<file path="src/rtl/shot_clock_ctrl_pkg.sv">
// Shared types and constants for the shot clock controller.
//   state_t        : controller state encoding, also driven out on the state port
//   SHOT_FULL_*    : BCD digits of the 24 s reload value
//   SHOT_SHORT_*   : BCD digits of the 14 s reload value
//   bcd_dec()      : two-digit BCD decrement with tens borrow
package shot_clock_pkg;

    typedef enum logic [1:0] {
        IDLE   = 2'd0,
        RUN    = 2'd1,
        PAUSE  = 2'd2,
        EXPIRE = 2'd3
    } state_t;

    localparam logic [3:0] SHOT_FULL_TENS  = 4'd2;
    localparam logic [3:0] SHOT_FULL_ONES  = 4'd4;
    localparam logic [3:0] SHOT_SHORT_TENS = 4'd1;
    localparam logic [3:0] SHOT_SHORT_ONES = 4'd4;
    localparam logic [3:0] BCD_NINE        = 4'd9;

    // Caller guarantees the value is above 00, so the tens borrow never underflows.
    function automatic logic [7:0] bcd_dec(input logic [3:0] tens, input logic [3:0] ones);
        if (ones == 4'd0) begin
            return {tens - 4'd1, BCD_NINE};
        end
        return {tens, ones - 4'd1};
    endfunction

endpackage

</file>
<file path="src/rtl/shot_clock_ctrl_if.sv">
// Front-panel / display bundle of the shot clock controller.
//   start_n, pause_n, rst24_n, rst14_n : active-low button levels from the panel
//   bcd_tens, bcd_ones                 : countdown value to the seven-segment driver
//   running, buzzer                    : LED and buzzer drive
//   state                              : controller state (IDLE=0 RUN=1 PAUSE=2 EXPIRE=3)
// master = panel/display side, slave = controller.
interface shot_clock_ctrl_if;

    logic       start_n;
    logic       pause_n;
    logic       rst24_n;
    logic       rst14_n;
    logic [3:0] bcd_tens;
    logic [3:0] bcd_ones;
    logic       running;
    logic       buzzer;
    logic [1:0] state;

    modport master (
        output start_n, pause_n, rst24_n, rst14_n,
        input  bcd_tens, bcd_ones, running, buzzer, state
    );

    modport slave (
        input  start_n, pause_n, rst24_n, rst14_n,
        output bcd_tens, bcd_ones, running, buzzer, state
    );

endinterface

</file>
<file path="src/rtl/shot_clock_ctrl_btn_edge.sv">
// Button conditioner: two-flop synchroniser followed by a registered falling-edge
// detector. A press produces a single one-cycle pulse however long it is held.
//   clkout : clock
//   clr    : asynchronous active-low reset; flops return to the released level
//   btn_n  : raw active-low button level, asynchronous to clkout
//   pulse  : one-cycle press event, two edges after the first low sample
module btn_edge (
    input  logic clkout,
    input  logic clr,
    input  logic btn_n,
    output logic pulse
);

    logic sync1;
    logic sync2;
    logic prev;

    always_ff @(posedge clkout or negedge clr) begin
        if (!clr) begin
            sync1 <= 1'b1;
            sync2 <= 1'b1;
            prev  <= 1'b1;
            pulse <= 1'b0;
        end else begin
            sync1 <= btn_n;
            sync2 <= sync1;
            prev  <= sync2;
            pulse <= prev & ~sync2;
        end
    end

endmodule

</file>
<file path="src/rtl/shot_clock_ctrl.sv">
// Shot clock sequencer: run/pause/expire control, 1 s prescaler, BCD countdown,
// 24 s / 14 s reloads and the expiry buzzer.
//   clkout    : clock, posedge
//   clr       : asynchronous active-low reset
//   bus       : panel buttons in, BCD digits / running / buzzer / state out
// Parameters:
//   TICKS_PER_SEC : clkout cycles per displayed second (>=2)
//   BUZZ_TICKS    : clkout cycles spent in EXPIRE with the buzzer on (>=1)
//
// state  | meaning
// IDLE   | stopped, waiting for start; value shows the loaded reload
// RUN    | counting down, prescaler advancing
// PAUSE  | stopped, prescaler frozen mid-second
// EXPIRE | value 00, buzzer on for BUZZ_TICKS cycles, then reload 24 and IDLE
module shot_clock_ctrl
    import shot_clock_pkg::*;
#(
    parameter int TICKS_PER_SEC = 100,
    parameter int BUZZ_TICKS    = 200
) (
    input  logic               clkout,
    input  logic               clr,
    shot_clock_ctrl_if.slave   bus
);

    localparam int PW = $clog2(TICKS_PER_SEC);
    localparam int BW = $clog2(BUZZ_TICKS + 1);
    localparam logic [PW-1:0] PRESC_MAX = PW'(TICKS_PER_SEC - 1);
    localparam logic [BW-1:0] BUZZ_LAST = BW'(BUZZ_TICKS - 1);

    logic ev_start;
    logic ev_pause;
    logic ev_rst24;
    logic ev_rst14;

    btn_edge u_start (.clkout(clkout), .clr(clr), .btn_n(bus.start_n), .pulse(ev_start));
    btn_edge u_pause (.clkout(clkout), .clr(clr), .btn_n(bus.pause_n), .pulse(ev_pause));
    btn_edge u_rst24 (.clkout(clkout), .clr(clr), .btn_n(bus.rst24_n), .pulse(ev_rst24));
    btn_edge u_rst14 (.clkout(clkout), .clr(clr), .btn_n(bus.rst14_n), .pulse(ev_rst14));

    state_t        state_q, state_d;
    logic [3:0]    tens_q, tens_d;
    logic [3:0]    ones_q, ones_d;
    logic [PW-1:0] presc_q, presc_d;
    logic [BW-1:0] buzz_q, buzz_d;

    logic below_short;
    logic above_one;

    assign below_short = (tens_q < SHOT_SHORT_TENS) ||
                         ((tens_q == SHOT_SHORT_TENS) && (ones_q < SHOT_SHORT_ONES));
    assign above_one   = (tens_q != 4'd0) || (ones_q > 4'd1);

    always_ff @(posedge clkout or negedge clr) begin
        if (!clr) begin
            state_q <= IDLE;
            tens_q  <= SHOT_FULL_TENS;
            ones_q  <= SHOT_FULL_ONES;
            presc_q <= '0;
            buzz_q  <= '0;
        end else begin
            state_q <= state_d;
            tens_q  <= tens_d;
            ones_q  <= ones_d;
            presc_q <= presc_d;
            buzz_q  <= buzz_d;
        end
    end

    // Reloads are checked first so they override pause, start and the second-tick.
    always_comb begin
        state_d = state_q;
        tens_d  = tens_q;
        ones_d  = ones_q;
        presc_d = presc_q;
        buzz_d  = buzz_q;
        if (ev_rst24) begin
            tens_d  = SHOT_FULL_TENS;
            ones_d  = SHOT_FULL_ONES;
            presc_d = '0;
            if (state_q == EXPIRE) state_d = IDLE;
        end else if (ev_rst14) begin
            if (below_short) begin
                tens_d = SHOT_SHORT_TENS;
                ones_d = SHOT_SHORT_ONES;
            end
            presc_d = '0;
            if (state_q == EXPIRE) state_d = IDLE;
        end else begin
            case (state_q)
                IDLE: begin
                    if (ev_start) begin
                        state_d = RUN;
                        presc_d = '0;
                    end
                end
                RUN: begin
                    // Pausing on the wrap cycle leaves the prescaler at its max,
                    // so the pending tick fires on the first cycle after resume.
                    if (ev_pause) begin
                        state_d = PAUSE;
                    end else if (presc_q == PRESC_MAX) begin
                        presc_d = '0;
                        if (above_one) begin
                            {tens_d, ones_d} = bcd_dec(tens_q, ones_q);
                        end else begin
                            tens_d  = 4'd0;
                            ones_d  = 4'd0;
                            state_d = EXPIRE;
                            buzz_d  = '0;
                        end
                    end else begin
                        presc_d = presc_q + PW'(1);
                    end
                end
                PAUSE: begin
                    if (ev_pause || ev_start) state_d = RUN;
                end
                EXPIRE: begin
                    buzz_d = buzz_q + BW'(1);
                    if (buzz_q == BUZZ_LAST) begin
                        state_d = IDLE;
                        tens_d  = SHOT_FULL_TENS;
                        ones_d  = SHOT_FULL_ONES;
                    end
                end
                default: state_d = IDLE;
            endcase
        end
    end

    always_comb begin
        bus.state    = state_q;
        bus.running  = (state_q == RUN);
        bus.buzzer   = (state_q == EXPIRE);
        bus.bcd_tens = tens_q;
        bus.bcd_ones = ones_q;
    end

endmodule
</file>
<file path="src/flat_wrapper.sv">
// flat-port wrapper written by rule: the top's interface ports become plain ports
module shot_clock_ctrl_flat import shot_clock_pkg::*;
#(
    parameter int TICKS_PER_SEC = 100,
    parameter int BUZZ_TICKS    = 200
)
  (clkout, clr, bus_start_n, bus_pause_n, bus_rst24_n, bus_rst14_n, bus_bcd_tens, bus_bcd_ones, bus_running, bus_buzzer, bus_state);
  shot_clock_ctrl_if bus_i ();
  input  logic clkout;
  input  logic clr;
  input wire logic [$bits(bus_i.start_n)-1:0] bus_start_n;
  input wire logic [$bits(bus_i.pause_n)-1:0] bus_pause_n;
  input wire logic [$bits(bus_i.rst24_n)-1:0] bus_rst24_n;
  input wire logic [$bits(bus_i.rst14_n)-1:0] bus_rst14_n;
  output wire logic [$bits(bus_i.bcd_tens)-1:0] bus_bcd_tens;
  output wire logic [$bits(bus_i.bcd_ones)-1:0] bus_bcd_ones;
  output wire logic [$bits(bus_i.running)-1:0] bus_running;
  output wire logic [$bits(bus_i.buzzer)-1:0] bus_buzzer;
  output wire logic [$bits(bus_i.state)-1:0] bus_state;
  assign bus_i.start_n = bus_start_n;
  assign bus_i.pause_n = bus_pause_n;
  assign bus_i.rst24_n = bus_rst24_n;
  assign bus_i.rst14_n = bus_rst14_n;
  assign bus_bcd_tens = bus_i.bcd_tens;
  assign bus_bcd_ones = bus_i.bcd_ones;
  assign bus_running = bus_i.running;
  assign bus_buzzer = bus_i.buzzer;
  assign bus_state = bus_i.state;
  shot_clock_ctrl #(.TICKS_PER_SEC(TICKS_PER_SEC), .BUZZ_TICKS(BUZZ_TICKS)) u_core (.clkout(clkout), .clr(clr), .bus(bus_i));
endmodule
</file>
<file path="config.mk">
export PLATFORM = sky130hd
export DESIGN_NAME = shot_clock_ctrl_flat
export DESIGN_NICKNAME = d
export VERILOG_FILES = /design/src/rtl/shot_clock_ctrl_pkg.sv /design/src/rtl/shot_clock_ctrl_if.sv /design/src/rtl/shot_clock_ctrl_btn_edge.sv /design/src/rtl/shot_clock_ctrl.sv /design/src/flat_wrapper.sv
export SDC_FILE = /design/constraint.sdc
export NUM_CORES = 1
export LEC_CHECK = 0
export BUFFER_PORTS_ARGS = -buffer_cell sky130_fd_sc_hd__buf_2
export CORE_MARGIN = 10
export CORE_UTILIZATION = 30
export DETAILED_ROUTE_END_ITERATION = 16
export PLACE_DENSITY = 0.53
export REMOVE_ABC_BUFFERS = 1
export SYNTH_ARGS = -nofsm -noshare
export SYNTH_HDL_FRONTEND = slang
export SYNTH_SLANG_ARGS = --single-unit
</file>
<file path="constraint.sdc">
create_clock -name clkout -period 5.5 [get_ports clkout]
set_input_delay 0.55 -clock clkout [delete_from_list [all_inputs] [get_ports clkout]]
set_output_delay 0.55 -clock clkout [all_outputs]
set_load 0.05 [all_outputs]
</file>
### After elaboration in Yosys (flattened, before gate mapping)

Cells that the tools add are included.
Widths: inputs -> output; s select.

* output and inout port bits: 12
* bits in registers: 41
* word-level logic and storage cells: 116

* reductions and logical operators: 15
* muxes and demuxes: 45
* bitwise logic cells: 10
* add/sub/neg operators: 4
* order comparisons: 3
* equal/unequal tests: 18

Operators with widths (count)
* $mux 4: 14
* $mux 8: 5
* $mux 7: 5
* $mux 2: 9
* $pmux 4 s2: 2
* $pmux 8 s2: 1
* $pmux 7 s2: 1
* $reduce_and 6->1: 2
* $reduce_bool 4->1: 3
* $ne 5x5->1 const B: 2
* $reduce_and 5->1: 2
* $add 8x1->8 const B: 1
* $eq 8x8->1 const B: 1
* $ne 4x1->1 const B: 2
* $ne 4x4->1 const B: 2
* $pmux 2 s4: 1
* $sub 4x1->4 const B: 2
* $add 7x1->7 const B: 1
* $eq 7x7->1 const B: 1
* $mux 1: 7
* $not 1->1: 6
* $ne 5x1->1 const B: 1
* $and 1x1->1: 4
* $eq 2x2->1 const B: 2
* other kinds (15): 18

### Depth between registers and ports, before layout

Gate-level depths: netlist of the first run.

* word-level depth: 15
* mapped depth: 7
* depth with buffers taken out: 7

### Modules after synthesis

From an unflattened synthesis of the first run, not the netlist that was laid out.

* cell total of the unflattened synthesis: 202
* area total of the unflattened synthesis: 2031.9 um^2

By module, submodules not included
* shot_clock_ctrl: times used 1, area each 1561.5 um^2, cells an instance 182, sequential area each 628.1 um^2
* btn_edge: times used 4, area each 117.6 um^2, cells an instance 5, sequential area each 103.8 um^2

### Worst setup path before layout of the first run

OpenSTA, ideal clock, no wires.

* path kind: flip-flop to flip-flop
* from: register u_core.state_q[1] (netlist: u_core.bus.state[1])
* to: register u_core.tens_q[2] (netlist: u_core.bus.bcd_tens[2])
* data arrival time: 2.305 ns
* path slack: 3.046 ns
* period minus slack after synthesis: 2.454 ns
* stages on the path, launching flop included: 7
* library setup time: 0.148 ns
* cells stage by stage: dfrtp_1 > clkbuf_1 > nor2b_1 > nand2_1 > nor3_2 > or2_4 > o41ai_2

* word-level cells in the longest chain between the ends: 4

Ends and longest elaborated chain
* from (decl): RTL line shot_clock_ctrl.sv:41 `state_t state_q, state_d;`
* from (signal assigned): RTL line shot_clock_ctrl.sv:62 `state_q <= state_d;`
* $eq 2x1->1 *
* named net bus_running: RTL line flat_wrapper.sv:17 `output wire logic [$bits(bus_i.running)-1:0] bus_running;`
* $pmux 4 s2: RTL line shot_clock_ctrl.sv:90 `case (state_q)`
* $mux 4: RTL line shot_clock_ctrl.sv:82 `end else if (ev_rst14) begin`
* $mux 4: RTL line shot_clock_ctrl.sv:77 `if (ev_rst24) begin`
* to (signal assigned): RTL line shot_clock_ctrl.sv:63 `tens_q <= tens_d;`
* to (decl): RTL line shot_clock_ctrl.sv:42 `logic [3:0] tens_q, tens_d;`

The timed path passes the listed nets; every way through them passes the cells marked *.
A chain may end at the register's enable or synchronous reset.

### Final worst setup path of the first run

* from: register u_core.buzz_q[5]
* to: register u_core.tens_q[2] (netlist: u_core.bus.bcd_tens[2])

* word-level cells in the longest chain between the ends: 3

Ends and longest elaborated chain
* from (decl): RTL line shot_clock_ctrl.sv:45 `logic [BW-1:0] buzz_q, buzz_d;`
* from (signal assigned): RTL line shot_clock_ctrl.sv:66 `buzz_q <= buzz_d;`
* $eq 8x8->1: RTL line shot_clock_ctrl.sv:121 `if (buzz_q == BUZZ_LAST) begin`
* $ne 4x1->1 (no source line)
* $reduce_and 6->1 (no source line)

Every way passes these cells.

==> results of run 1 <==
-- cells in the final DEF (no fill, tap or decap), types with 2 or more instances in the layout --
master     n
o31ai_1    9
dfrtp_1   27
nand3_1   10
and2_1     2
ha_1       5
clkbuf_8   5
nor2b_1    6
o211ai_1   3
dfstp_2   14
nand2_1   21
nor4_1     3
and3_1     3
xor2_1     2
o21ai_1    2
buf_2     17
nand2b_1   6
inv_6      3
nor2_1    14
a31oi_1    5
a21oi_1    4
inv_1      5
o21ai_0   24
nor3_1     7
-- layer usage --
metal | track usage (%) | routed length [µm] | vias to the layer above
met3 | 2.45 | 171 | 5
li1 | - | - | 768
met4 | 2.75 | 30 | 0
met2 | 13.1 | 1810 | 28
met1 | 11.8 | 2110 | 704
met5 | 0 | 0 | -
-- stage by stage --
step | instance area [µm²] | utilization [%] | worst slack (ns)
after global placement | 2150 | 33.5 | 3.32
after global routing | 2250 | 35.0 | 3.04
after floorplan | 1970 | - | 3.02
final | 2250 | 35.0 | 3.22
after CTS | 2250 | 35.0 | 3.23
after detailed placement | 2150 | 33.5 | 3.26
-- registers in the layout, indices dropped and copies added, names as in the netlist, 2 cells and up --
| register | count |
|---|---|
| u_core.bus.bcd_ones | 4 |
| u_core.bus.state | 2 |
| u_core.buzz_q | 8 |
| u_core.bus.bcd_tens | 4 |
| u_core.presc_q | 7 |
-- layout make-up --
class | count | area [µm²]
clock buffers | 5 | 68.8
clock inverters | 3 | 26.3
fillers | 640 | 4170
inverters | 5 | 18.8
multi-input cells | 148 | 911
flip-flops and latches | 41 | 1040
well taps | 77 | 96.3
repair buffers | 17 | 85.1
-- worst max path at each step --
stage	to	from	cells past startpoint
final	u_core.bus.bcd_tens[2]$_DFFE_PN0P_	u_core.buzz_q[5]$_DFFE_PN0P_	5
after global routing	u_core.bus.bcd_tens[2]$_DFFE_PN0P_	u_core.buzz_q[5]$_DFFE_PN0P_	5
after CTS	u_core.bus.bcd_tens[2]$_DFFE_PN0P_	u_core.buzz_q[5]$_DFFE_PN0P_	5
after detailed placement	u_core.bus.bcd_tens[2]$_DFFE_PN0P_	u_core.buzz_q[5]$_DFFE_PN0P_	5
after global placement	u_core.buzz_q[2]$_DFFE_PN0P_	u_core.bus.bcd_tens[0]$_DFFE_PN0P_	7
after floorplan	u_core.bus.bcd_tens[2]$_DFFE_PN0P_	u_core.bus.state[0]$_DFFE_PN0P_	5
-- kinds of logic after synthesis --
logic type | Yosys count | synth area share [%]
AND/OR/NAND/NOR | 83 | 22.6
AO/OA/AOI/OAI | 57 | 18.5
flip-flops | 41 | 52.3
buffers and inverters | 11 | 2.13
adder cells (fa/ha/maj) | 5 | 3.13
XOR/XNOR | 2 | 0.877
multiplexers | 1 | 0.564
-- power by group through the flow --
stage / Sequential (µW) / Clock, µW / Combinational [µW]
after floorplan: 539 / 0 / 240
after global placement: 452 / 0 / 450
after detailed placement: 453 / 0 / 450
after CTS: 447 / 222 / 452
after global routing: 462 / 233 / 496
final: 446 / 212 / 446
==> impl_metrics.toml, run 1 <==
[outcome]
outcome = "finished clean"

[grt]
grt_antenna_before_repair = 0
grt_overflow = 0
first_global_vias = 1552
grt_pass1_wl_um = 7380
grt_usage_pct = 8.73
grt_max_degree = 42

[yosys]
yosys.area.top_type = "dfrtp_1"
synth.area.top_cells = "dfrtp_1 (34%), dfstp_2 (18%), o21ai_0 (6.0%)"
netlist_instances = 200
ys.flop_type = "dfrtp_1"
netlist_area_um2 = 2000
synthTopCellsByCount = "dfrtp_1 (27), o21ai_0 (24), nand2_1 (21)"
yosys.area.top_type_share_pct = 33.8
synth_cell_types = 44
synth_edf_count = 0
synth.most_common_cell = "dfrtp_1"
ys_seq_elements = 41
avgSynthCellArea_um2 = 9.98
yosysWarnings = 0
synth.yosys.seq_area_share_pct = 52.3
synthArstFlopShare_pct = 100

[layout]
fin_nets = 229
layout.cells.non_filler = 296
antenna_cells = 0
area_growth_pct = 12.7
drive_gt1_share_pct = 21.5

[critical_path]
cp.required_ns = 5.69
timing.critical_path.buf_inv = 0
path_max_fanout = 12
reg2reg_to = "u_core.bus.bcd_tens[2]$_DFFE_PN0P_"
criticalPathCategory = "reg2reg"
cp_data_arrival_time_ns = 2.47
crit_path_max_incr_delay_ns = 0.57
crit_slowest_cell = "or4b_1"
critPathLaunchType = "flop"
crit_family = "simple AND/OR/NAND/NOR gates"
r2r-start = "u_core.buzz_q[5]$_DFFE_PN0P_"
reg2reg_setup_slack_ns = 3.22
crit_path_end_kind = "flop"
crit_chain = "or4b_1, o21ai_1, o211ai_1, or2_4, o41ai_2"
r2r_cells = 5

[run]
drv_cap = 0

[route]
via_per_inst = 5.08
routed_wl_um = 4130
drc = 0
firstDrtPassIters = 4
final_antenna_net_count = 0
wl_per_cell_um = 13.9
routed-via-count = 1505
first_iter_violations = 53

[cts]
cts_setup_buffers = 0
cts_max_path_buffers = 2
cts_tree = "done"
ctsRootBufferMaster = "clkbuf_8"
clk_latency_ns = 0.30
path_clk_slew_ns = 0.09
cts_buffers = 5
cts_hold_buffers = 0
h-tree-depth = 2
cts-resized-gates = 0
cts.sinks = 41

[place]
portBuffers = 17
hpwlAfterDp_um = 2930
gp_congestion = 0.768
placed_cells = 288

[die]
ios = 18
die-area_um2 = 10300
start_util_pct = 31.1
fp.dieW_um = 102
row_count = 29
coreArea_um2 = 6420
die_y_um = 102

[power]
vdd_drop_max_uv = 190
p_leak_uw = 0.000955
seq_power_share_pct = 40.4
clkPwrFrac_pct = 19.2
total_power_uw = 1100
combPwrFrac_pct = 40.4
cellPowerDensity_nw_per_um2 = 491
p_int_uw = 591
power_switching_uw = 513
p_sw_share_pct = 46.5

[timing]
rsz0062_at_grt = "no"
slew_viol_final = 0
holdWs_ns = 0.340
max_clock_freq_mhz = 439
fin_tns_setup_ns = 0
period_needed_ns = 2.28
hold_viol = 0
relSlewSlack_pct = 40.1
final.setup_skew_ns = 0.00704
setup_viol = 0
timing.final.crit_share_pct = 41.5
tightest_slew_ns = 0.898

[worst_hold_path]
worstHoldStart = "bus_pause_n"
whs_endpoint = "u_core.u_pause.sync1$_DFF_PN1_"
holdPathStages = 1
min_path_type = "in2reg"
No activity file was read; power rests on OpenSTA's default activity.
==> run 2, diff against run 1 <==
==> constraint.sdc (replaced) <==
create_clock -name clkout -period 2.18 [get_ports clkout]
set_input_delay 0.218 -clock clkout [delete_from_list [all_inputs] [get_ports clkout]]
set_output_delay 0.218 -clock clkout [all_outputs]
set_load 0.05 [all_outputs]
==> impl_metrics.toml, run 2 (synthesis results as in run 1) <==
[outcome]
outcome = "finished clean"

[timing]
rsz0062_at_grt = "yes"
slew_viol_final = 0
period_needed_ns = 2.15
fin_tns_setup_ns = 0
relSlewSlack_pct = 52.7
holdWs_ns = 0.359
setup_viol = 0
final.setup_skew_ns = 0.00473
timing.final.crit_share_pct = 98.7
hold_viol = 0
tightest_slew_ns = 0.710
max_clock_freq_mhz = 465

[cts]
path_clk_slew_ns = 0.09
cts_buffers = 5
h-tree-depth = 2
cts_max_path_buffers = 2
cts.sinks = 41
clk_latency_ns = 0.30
cts_tree = "done"
ctsRootBufferMaster = "clkbuf_8"

[layout]
multi_input_area_um2 = 981
drive_gt1_share_pct = 33.6
area_growth_pct = 28.6
layout_common_cells = "buf_4 (26), dfrtp_1 (26), o21ai_0 (24)"
reg_top3 = "u_core.buzz_q x8, u_core.presc_q x7"
nFillCells = 642
antenna_cells = 0
fin_nets = 260
largest_reg_flops = 8
layout.cells.non_filler = 327
design_area_um2 = 2570
regMostFlops = "u_core.buzz_q"
seq_area_um2 = 1040

[place]
place_area_um2 = 2280
hpwlAfterDp_um = 3090
placed_cells = 305
portBuffers = 17
gp_congestion = 0.792

[worst_hold_path]
min_path_type = "reg2reg"

[power]
vdd_drop_max_uv = 479
cellPowerDensity_nw_per_um2 = 1220
total_power_uw = 3140
p_leak_uw = 0.00111

[grt]
grt_pass1_wl_um = 7350
grt_usage_pct = 8.66
grt_max_degree = 31
first_global_vias = 1558
grt_antenna_before_repair = 0
grt_overflow = 0

[die]
row_count = 29
die_y_um = 102
fp.dieW_um = 102
start_util_pct = 31.1
die-area_um2 = 10300
coreArea_um2 = 6420
ios = 18

[route]
wl_met1_um = 2320
final_antenna_net_count = 0
first_iter_violations = 75
firstDrtPassIters = 4
via_per_inst = 5.21
wl_met2_um = 2190
wl_per_cell_um = 14.2
routed_wl_um = 4650
drc = 0
wl_met3_um = 139
top_layer = "met3"
routed-via-count = 1704

[critical_path]
cp.required_ns = 2.38
critPathLaunchType = "flop"
criticalPathCategory = "reg2reg"
path_max_fanout = 5
cp_data_arrival_time_ns = 2.35
crit_path_end_kind = "flop"

[run]
drv_cap = 0
==> run 2: cell types whose count changed in the layout (fill, tap and decap cells not counted), moves of 2 or more <==
cell / before / now
o21ai_1: 2 / 0
o31ai_2: 0 / 3
dlygate4sd3_1: 0 / 5
inv_1: 5 / 3
o31ai_1: 9 / 5
buf_4: 0 / 26
o21ai_2: 0 / 2
==> run 2: layout make-up <==
type / count / area share (%)
flip-flops and latches: 41 / 40.7
multi-input cells: 148 / 38.2
repair buffers: 48 / 12.9
well taps: 77 / 3.75
clock buffers: 5 / 2.68
clock inverters: 3 / 1.02
inverters: 5 / 0.828
==> run 2: what timing repair did <==
item,4_1_cts,5_1_grt
endpoints found under the hold margin,22,0
resized for setup,0,16
setup buffers,0,9
hold buffers,5,0
endpoints found under the setup margin,0,10
==> run 2: worst paths after layout <==
check	startpoint	slack, ns	end	depth (start not counted)
worst max register to register	u_core.bus.bcd_tens[1]$_DFFE_PN1P_	0.03	u_core.bus.bcd_tens[2]$_DFFE_PN0P_	8
worst max-delay path	u_core.bus.bcd_tens[1]$_DFFE_PN1P_	0.03	u_core.bus.bcd_tens[2]$_DFFE_PN0P_	8
worst min-delay path	u_core.u_start.sync1$_DFF_PN1_	0.36	u_core.u_start.sync2$_DFF_PN1_	0
min in group asynchronous	clr	0.49	u_core.presc_q[0]$_DFFE_PN0P_	2
worst min register to register	u_core.u_start.sync1$_DFF_PN1_	0.36	u_core.u_start.sync2$_DFF_PN1_	0
max in group asynchronous	clr	0.98	u_core.u_rst14.prev$_DFF_PN1_	3
==> run 2: report_power, final <==
group | internal (µW) | switching, µW
logic | 561 | 956
clock network | 238 | 307
registers | 911 | 164
==> run 2: worst max-delay path: stages (launching register included) <==
cell	delay, ns
dfstp_2	0.40
inv_4	0.07
ha_4	0.12
or3b_4	0.40
nor4_4	0.25
buf_4	0.19
nor3_4	0.06
or2_4	0.27
o41ai_2	0.30
==> run 2: metrics by stage <==
step | util [%] | setup WS [ns]
after global placement | 35.5 | 0.0983
after detailed placement | 35.5 | 0.0729
after floorplan | - | -0.304
final | 40.0 | 0.0278
after CTS | 37.8 | 0.0467
after global routing | 40.0 | -0.0468
==> run 2: per-layer routing <==
| layer | vias up | track usage [%] |
|---|---|---|
| li1 | 832 | - |
| met1 | 850 | 11.8 |
| met2 | 22 | 13.1 |
| met3 | 0 | 2.18 |
| met4 | 0 | 2.64 |
| met5 | - | 0 |
==> run 3, diff against run 2 <==
--- a/config.mk
+++ b/config.mk
@@ -7,9 +7,9 @@
 export LEC_CHECK = 0
 export BUFFER_PORTS_ARGS = -buffer_cell sky130_fd_sc_hd__buf_2
 export CORE_MARGIN = 10
-export CORE_UTILIZATION = 30
+export CORE_UTILIZATION = 40
 export DETAILED_ROUTE_END_ITERATION = 16
-export PLACE_DENSITY = 0.53
+export PLACE_DENSITY = 0.64
 export REMOVE_ABC_BUFFERS = 1
 export SYNTH_ARGS = -nofsm -noshare
 export SYNTH_HDL_FRONTEND = slang
==> impl_metrics.toml, run 3 (synthesis results as in run 1) <==
[outcome]
outcome = "finished clean"

[cts]
cts_buffers = 5
cts.sinks = 41
ctsRootBufferMaster = "clkbuf_8"
path_clk_slew_ns = 0.09
cts_max_path_buffers = 2
h-tree-depth = 2
cts_tree = "done"
clk_latency_ns = 0.30

[timing]
timing.final.crit_share_pct = 97.9
max_clock_freq_mhz = 469
rsz0062_at_grt = "yes"
hold_viol = 0
slew_viol_final = 0
period_needed_ns = 2.13
tightest_slew_ns = 0.860
relSlewSlack_pct = 42.7
setup_viol = 0
final.setup_skew_ns = 0.00512

[critical_path]
crit_end = "u_core.bus.bcd_tens[2]$_DFFE_PN0P_"
reg2reg_setup_slack_ns = 0.05
cp.required_ns = 2.38
r2r_cells = 8
crit_path_end_kind = "flop"
cp_data_arrival_time_ns = 2.34
critPathLaunchType = "flop"
reg2reg_to = "u_core.bus.bcd_tens[2]$_DFFE_PN0P_"
path_max_fanout = 5
criticalPathCategory = "reg2reg"
r2r-start = "u_core.bus.bcd_tens[0]$_DFFE_PN0P_"
worstSetupStartpoint = "u_core.bus.bcd_tens[0]$_DFFE_PN0P_"

[place]
placed_cells = 293
hpwlAfterDp_um = 2910
gp_congestion = 0.831
portBuffers = 17

[layout]
layout_common_cells = "dfrtp_1 (26), buf_4 (24), o21ai_0 (23)"
antenna_cells = 0
reg_top3 = "u_core.buzz_q x8, u_core.presc_q x7"
mostFrequentLayoutCell = "dfrtp_1"
area_growth_pct = 24.8
largest_reg_flops = 8
drive_gt1_share_pct = 31.6
regMostFlops = "u_core.buzz_q"
layout.cells.non_filler = 314
fin_nets = 257

[die]
die_y_um = 90.7
fp.dieW_um = 90.7
coreArea_um2 = 4790
ios = 18
die-area_um2 = 8220
row_count = 25
start_util_pct = 41.7

[grt]
grt_antenna_before_repair = 0
grt_overflow = 0
grt_max_degree = 42
grt_usage_pct = 10.3
grt_pass1_wl_um = 7210
first_global_vias = 1596

[power]
cellPowerDensity_nw_per_um2 = 1220
p_leak_uw = 0.00110
p_int_uw = 1690
seq_power_share_pct = 34.8
clkPwrFrac_pct = 17.1
combPwrFrac_pct = 48.2
vdd_drop_max_uv = 527
p_sw_share_pct = 44.6
power_switching_uw = 1360
total_power_uw = 3050

[route]
firstDrtPassIters = 4
routed_wl_um = 4260
via_per_inst = 5.30
routed-via-count = 1663
final_antenna_net_count = 0
drc = 0
first_iter_violations = 89
wl_per_cell_um = 13.6

[run]
drv_cap = 0

[worst_hold_path]
min_path_type = "in2async"
## run 3: changes by cell type in the layout (fill, tap and decap cells not counted), sizes merged
cell and delta:
inv -1, clkinv +1, buf -2, dlygate4sd3 -1
## run 3: routing by layer
layer / routed length [µm] / track usage, %
met1: 2050 / 12.9
met2: 1970 / 16.3
met3: 248 / 3.91
met4: 0 / 2.79
met5: 0 / 0
## run 3: worst min path at each step
stage                           start  slack (ns)                                  to
after floorplan                   clr       -0.08  u_core.bus.bcd_ones[0]$_DFFE_PN0P_
after global placement    bus_rst24_n        0.32      u_core.u_rst24.sync1$_DFF_PN1_
after detailed placement  bus_start_n        0.32      u_core.u_start.sync1$_DFF_PN1_
after CTS                         clr        0.07        u_core.buzz_q[0]$_DFFE_PN0P_
after global routing              clr        0.09        u_core.buzz_q[1]$_DFFE_PN0P_
final                             clr        0.01        u_core.buzz_q[1]$_DFFE_PN0P_
## run 3: per-stage QoR
| stage | hold WS [ns] | setup WS, ns | area (µm²) | util, % | setup TNS (ns) |
|---|---|---|---|---|---|
| after global routing | 0.0905 | -0.0708 | 2490 | 52.1 | -0.249 |
| after CTS | 0.0690 | 0.0757 | 2390 | 49.9 | 0 |
| after global placement | 0.323 | 0.113 | 2250 | 47.1 | 0 |
| after floorplan | -0.0776 | -0.304 | 1970 | - | -2.45 |
| after detailed placement | 0.325 | 0.0925 | 2250 | 47.1 | 0 |
| final | 0.0149 | 0.0456 | 2490 | 52.1 | 0 |
## run 3: area by class of cell
type	count	area (µm²)
sequential	41	1040
clock buffer	5	68.8
clock inverter	3	23.8
timing repair buffer	45	305
tap	67	83.8
multi-input combinational	148	947
inverter	5	18.8
fill	440	2290
## run 3: power by group through the flow
stage,clock [µW],combinational (µW),sequential (µW)
floorplan,0,604,1360
global placement,0,1310,1060
detailed placement,0,1320,1070
CTS,540,1330,1050
global route,580,1590,1090
finish,520,1470,1060
## run 3: timing repair
item	in CTS	in global routing
endpoints found under the setup margin	0	12
setup buffers	0	9
resized for setup	0	10
endpoints found under the hold margin	4	0
hold buffers	4	0
## run 3: worst max-delay path, cell delays in order, from the launching register on
cell	delay, ns
dfrtp_1	0.40
inv_2	0.06
ha_1	0.12
or3b_4	0.41
nor4_4	0.26
buf_4	0.19
nor3_4	0.06
or2_4	0.26
o41ai_4	0.27
